===== config.mk =====
export PLATFORM = sky130hd
export DESIGN_NAME = fsm_stream_arb
export DESIGN_NICKNAME = d
export VERILOG_FILES = /design/src/rtl/fsm_stream_arb.sv
export SDC_FILE = /design/constraint.sdc
export NUM_CORES = 1
export LEC_CHECK = 0
export BUFFER_PORTS_ARGS = -buffer_cell sky130_fd_sc_hd__buf_2
export CORE_MARGIN = 5
export CORE_UTILIZATION = 30
export CTS_CLUSTER_SIZE = 25
export DETAILED_ROUTE_END_ITERATION = 10
export GPL_TIMING_DRIVEN = 0
export SYNTH_ARGS = -nofsm -noshare
export SYNTH_HDL_FRONTEND = slang
export SYNTH_SLANG_ARGS = --single-unit

===== constraint.sdc =====
create_clock -name clk -period 2.1 [get_ports clk]
set_input_delay 0.105 -clock clk [delete_from_list [all_inputs] [get_ports clk]]
set_output_delay 0.105 -clock clk [all_outputs]
set_load 0.02 [all_outputs]

===== src/rtl/fsm_stream_arb.sv =====
// fsm_stream_arb: arbitrates two serial-packet requesters onto one shared serial FSM and returns its output bits.
// Define FSM_ARB_FIXED_PRIO_EN for fixed priority (req0 always wins ties); the default build is round-robin.
module fsm_stream_arb (
    input  logic       clk,
    input  logic       reset,
    input  logic       req0,
    input  logic       req1,
    input  logic [3:0] len0,
    input  logic [3:0] len1,
    input  logic       din0,
    input  logic       din1,
    output logic       gnt0,
    output logic       gnt1,
    output logic       rd0,
    output logic       rd1,
    output logic       fsm_rst,
    output logic       fsm_x,
    input  logic       fsm_y,
    output logic       dout,
    output logic       dout_vld,
    output logic       dout_id,
    output logic       done0,
    output logic       done1
);

    typedef enum logic [1:0] {S_IDLE, S_CLR, S_RUN, S_GAP} state_t;

    state_t     r_state;
    logic       r_win;
    logic [3:0] r_cnt;
    logic       r_gnt0;
    logic       r_gnt1;
    logic       r_rd0;
    logic       r_rd1;
    logic       r_fsm_rst;
    logic       r_dout;
    logic       r_dout_vld;
    logic       r_dout_id;
    logic       r_done0;
    logic       r_done1;

    logic       w_pick;
    logic       w_win_req;
    logic       w_win_din;

    assign w_win_req = r_win ? req1 : req0;
    assign w_win_din = r_win ? din1 : din0;

`ifdef FSM_ARB_FIXED_PRIO_EN
    assign w_pick = ~req0;
`else
    logic r_last;

    // Tie goes to whoever was not served last; a lone request always wins.
    assign w_pick = (req0 & req1) ? ~r_last : req1;

    always_ff @(posedge clk or negedge reset) begin
        if (!reset) begin
            r_last <= 1'b1;
        end else if (r_state == S_GAP) begin
            r_last <= r_win;
        end
    end
`endif

    always_ff @(posedge clk or negedge reset) begin
        if (!reset) begin
            r_state    <= S_IDLE;
            r_win      <= 1'b0;
            r_cnt      <= 4'd0;
            r_gnt0     <= 1'b0;
            r_gnt1     <= 1'b0;
            r_rd0      <= 1'b0;
            r_rd1      <= 1'b0;
            r_fsm_rst  <= 1'b0;
            r_dout     <= 1'b0;
            r_dout_vld <= 1'b0;
            r_dout_id  <= 1'b0;
            r_done0    <= 1'b0;
            r_done1    <= 1'b0;
        end else begin
            // NOTE: one-cycle pulses default low here and are raised only by the arm that needs them;
            // non-blocking assignments keep every arm working from the pre-edge values.
            r_fsm_rst  <= 1'b0;
            r_dout_vld <= 1'b0;
            r_done0    <= 1'b0;
            r_done1    <= 1'b0;
            case (r_state)
                S_IDLE: begin
                    if (req0 | req1) begin
                        r_state   <= S_CLR;
                        r_win     <= w_pick;
                        r_cnt     <= w_pick ? len1 : len0;
                        r_fsm_rst <= 1'b1;
                        r_gnt0    <= ~w_pick;
                        r_gnt1    <= w_pick;
                    end
                end
                S_CLR: begin
                    if (!w_win_req) begin
                        r_state <= S_GAP;
                        r_gnt0  <= 1'b0;
                        r_gnt1  <= 1'b0;
                    end else begin
                        r_state <= S_RUN;
                        r_rd0   <= ~r_win;
                        r_rd1   <= r_win;
                    end
                end
                S_RUN: begin
                    r_dout     <= fsm_y;
                    r_dout_vld <= 1'b1;
                    r_dout_id  <= r_win;
                    if (!w_win_req || (r_cnt == 4'd0)) begin
                        // An abandoned packet ends without a completion pulse.
                        r_state <= S_GAP;
                        r_gnt0  <= 1'b0;
                        r_gnt1  <= 1'b0;
                        r_rd0   <= 1'b0;
                        r_rd1   <= 1'b0;
                        r_done0 <= w_win_req & ~r_win;
                        r_done1 <= w_win_req & r_win;
                    end else begin
                        r_cnt <= r_cnt - 4'd1;
                    end
                end
                S_GAP: begin
                    r_state <= S_IDLE;
                end
                default: begin
                    r_state <= S_IDLE;
                end
            endcase
        end
    end

    assign gnt0     = r_gnt0;
    assign gnt1     = r_gnt1;
    assign rd0      = r_rd0;
    assign rd1      = r_rd1;
    assign fsm_rst  = r_fsm_rst;
    assign fsm_x    = (r_state == S_RUN) ? w_win_din : 1'b0;
    assign dout     = r_dout;
    assign dout_vld = r_dout_vld;
    assign dout_id  = r_dout_id;
    assign done0    = r_done0;
    assign done1    = r_done1;

endmodule


==> results.py <==
metrics = {
    "run_status": {
        "status": "completed",
    },
    "pwr": {
        "leakagePower_nw": 0.6240,
        "max-vdd-ir-drop_mv": 0.4826,
        "power_density_nw_per_um2": 1572,
    },
    "logic_synthesis": {
        "syn-mean-instance-area_um2": 11.33,
        "synth-compound-area-share": 0.2027,
        "synth-adder-area-share": 0.07282,
        "synth-seq-area-share": 0.4381,
        "yosysWarnings": 0,
        "synth-xor-area-share": 0,
        "yosysUniqueCellTypes": 36,
        "synth-seq-cells": 18,
        "muxShareOfSynthArea": 0.1347,
        "yosys.area_share.simple": 0.1141,
        "synth_top_family_by_area": "compound AO/OA/AOI/OAI gates",
        "synthCells": 91,
        "postSynthNetCount": 112,
        "syn-cell-area_um2": 1031,
    },
    "clock_network": {
        "clock-sinks": 18,
        "clock_latency_ns": 0.29,
        "cts_root_buf": "clkbuf_4",
        "clk_pin_slew_ns": 0.11,
        "cts_buffer_depth": 2,
        "numCtsBuffers": 3,
        "cts_max_level": 1,
        "cts_tree": "built",
    },
    "timing": {
        "max_freq_mhz": 504.9,
        "worst_slew_pin_slew_ns": 0.4863,
        "min_period_ns": 1.981,
        "rsz0062_at_grt": "false",
        "drv_slew": 0,
        "finalSetupTns_ns": 0,
        "relSlewSlack": 0.6739,
        "hold_violations": 0,
        "skew_ns": 0.004483,
        "setup_viol": 0,
        "period_share": 0.9431,
    },
    "die": {
        "dieArea_um2": 4709,
        "rows": 21,
        "die_h_um": 68.62,
        "initial_core_util": 0.3090,
        "fp.dieW_um": 68.62,
        "coreArea_um2": 3337,
        "io_pins": 26,
    },
    "placement": {
        "placed_cell_area_um2": 1214,
        "dpl.hpwl_um": 1685,
        "gp_congestion": 0.7468,
        "port_buffers": 25,
    },
    "layout": {
        "fin_util": 0.3810,
        "layout.nets": 144,
        "fillers": 339,
        "postLayoutCellArea_um2": 1271,
        "area_delta_synth_final_pct": 23.30,
        "antenna_cells": 0,
        "drive_gt1_frac": 0.3770,
    },
    "flow_run": {
        "cap_violations": 0,
    },
    "worst_setup_path": {
        "critPathMaxStageDelay_ns": 0.43,
        "crit_slowest_cell": "or3b_4",
        "worstPathCellList": "inv_1 > ha_1 > or3b_4 > a32oi_4 > o311ai_2 > mux2_4",
        "crit_type": "reg -> reg",
        "cp-end-kind": "register",
        "cp-start-kind": "register",
        "critPathArrivalTime_ns": 2.17,
        "required_ns": 2.29,
        "cp_max_fo": 5,
    },
    "global_route": {
        "grt_pass1_vias": 777,
        "grt_usage": 0.1003,
        "grt_overflow": 0,
        "antenna_found_initial": 0,
        "grt_pass1_wl_um": 3525,
        "grt_max_degree": 19,
    },
    "drt": {
        "drt-wirelength-per-cell_um": 12.92,
        "finalWirelength_um": 2171,
        "ant_nets": 0,
        "dr.first_iter.drc_count": 36,
        "route.detailed.drc": 0,
        "firstDrtPassIters": 4,
        "vias": 795,
        "vias_per_cell": 4.732,
    },
    "worst_hold_path": {
        "hold_class": "in -> reg",
    },
}
[what timing repair did]
action | 4_1_cts | 5_1_grt
endpoints found under the setup margin | 0 | 4
buffers inserted | 0 | 1
hold buffers | 1 | 0
hold endpoints to repair | 17 | 0
resized for setup | 0 | 3
[Yosys cell counts]
cell type | n | area share
o211ai_1 | 1 | 0.0073
a32oi_4 | 1 | 0.027
nand3_1 | 3 | 0.015
or3b_4 | 1 | 0.011
a21oi_1 | 2 | 0.0097
and4b_1 | 1 | 0.0097
dfrtp_1 | 17 | 0.41
dfstp_2 | 1 | 0.025
o21ai_2 | 1 | 0.0085
and4_1 | 1 | 0.0085
o2bb2ai_1 | 3 | 0.025
a221oi_1 | 1 | 0.0085
a31oi_1 | 1 | 0.0061
o311ai_2 | 1 | 0.016
nor2_1 | 5 | 0.018
inv_1 | 8 | 0.029
nor4_1 | 1 | 0.0061
mux2_4 | 3 | 0.044
a22o_1 | 1 | 0.0085
a21boi_2 | 1 | 0.011
o21ai_0 | 2 | 0.0097
a211o_1 | 1 | 0.0085
ha_1 | 6 | 0.073
nand2_1 | 6 | 0.022
o21a_1 | 2 | 0.015
mux2i_1 | 6 | 0.058
buf_2 | 1 | 0.0048
nor2b_1 | 1 | 0.0061
o22ai_1 | 1 | 0.0061
or3b_1 | 1 | 0.0085
o22a_1 | 2 | 0.017
clkbuf_1 | 1 | 0.0036
nor3_1 | 2 | 0.0097
o22a_2 | 1 | 0.0097
a222oi_1 | 1 | 0.0097
mux2_2 | 3 | 0.033
[cells in the final DEF, fill, tap and decap left out, drive strengths merged]
| cell | n |
|---|---|
| dfstp | 1 |
| a221oi | 1 |
| a21boi | 1 |
| inv | 8 |
| mux2i | 6 |
| a211o | 1 |
| nor4 | 1 |
| nor2 | 5 |
| ha | 6 |
| o22ai | 1 |
| or3b | 2 |
| buf | 27 |
| and4b | 1 |
| o22a | 3 |
| a21oi | 2 |
| o2bb2ai | 3 |
| nor3 | 2 |
| and4 | 1 |
| dfrtp | 17 |
| clkbuf | 5 |
| a32oi | 1 |
| nand2 | 6 |
| nor2b | 1 |
| o21a | 2 |
| a22o | 1 |
| mux2 | 6 |
| a222oi | 1 |
| a31oi | 1 |
| o21ai | 3 |
| dlygate4sd3 | 1 |
| o211ai | 1 |
| nand3 | 3 |
| o311ai | 1 |
[state kept, by name (all words and copies together), names as in the netlist]
name / flops
r_win: 1
dout: 1
fsm_rst: 1
r_cnt: 4
rd1: 1
r_last: 1
gnt0: 1
dout_id: 1
done1: 1
dout_vld: 1
rd0: 1
r_state: 2
gnt1: 1
done0: 1
[worst paths after layout]
| path | startpoint | end | slack, ns | cells after the start |
|---|---|---|---|---|
| setup / recovery | r_cnt[0] | gnt0 | 0.12 | 6 |
| hold / removal | fsm_y | dout | 0.03 | 2 |
| setup reg to reg | r_cnt[0] | gnt0 | 0.12 | 6 |
| hold reg to reg | rd1 | rd1 | 0.50 | 1 |
| max in group asynchronous | reset | r_last | 1.54 | 2 |
| min in group asynchronous | reset | rd0 | 0.25 | 2 |
[metrics by stage]
step	setup WS (ns)	cells	hold slack [ns]	power (mW)
2_1_floorplan	0.2091	91	-0.1906	1.499
3_3_place_gp	0.1226	162	0.05300	1.740
3_5_place_dp	0.08082	162	0.06237	1.775
4_1_cts	0.05876	167	0.03299	1.993
5_1_grt	0.04216	168	0.04431	2.188
6_report	0.1195	168	0.03418	1.998
[critical path, delay by kind of cell (launching register included)]
kind	cells	cell delay (ns)
AOI/OAI and AO/OA	2	0.43
adders and majority gates	1	0.19
buffers and inverters	1	0.09
DFF	1	0.42
muxes	1	0.32
and+or+nand+nor	1	0.43
[per-layer routing]
| metal | up-vias | global-route usage | wire, um |
|---|---|---|---|
| met5 | - | 0 | 0 |
| met4 | 0 | 0.02978 | 6 |
| met3 | 3 | 0.01945 | 91 |
| met2 | 22 | 0.1561 | 967 |
| met1 | 370 | 0.1396 | 1106 |
| li1 | 400 | - | - |
[area by class of cell]
type                    instances  area, um^2  area share
plain buffers                   2       10.01    0.007874
well taps                      46       57.56     0.04528
flip-flops and latches         18       451.7      0.3553
repair buffers                 27       142.6      0.1122
inverters                       8       30.03     0.02362
clock buffers                   4       36.28     0.02854
multi-input cells              63       543.0      0.4272
[kinds of logic after synthesis]
group / after synthesis
buffers and inverters: 10
adder cells (fa/ha/maj): 6
AND/OR/NAND/NOR: 22
flip-flops: 18
multiplexers: 12
AO/OA/AOI/OAI: 23
[report_power, final]
| group | internal (mW) | switching [mW] |
|---|---|---|
| Sequential | 0.512 | 0.0951 |
| Clock | 0.106 | 0.112 |
| Combinational | 0.532 | 0.641 |
(Power assumes the default switching activity.)
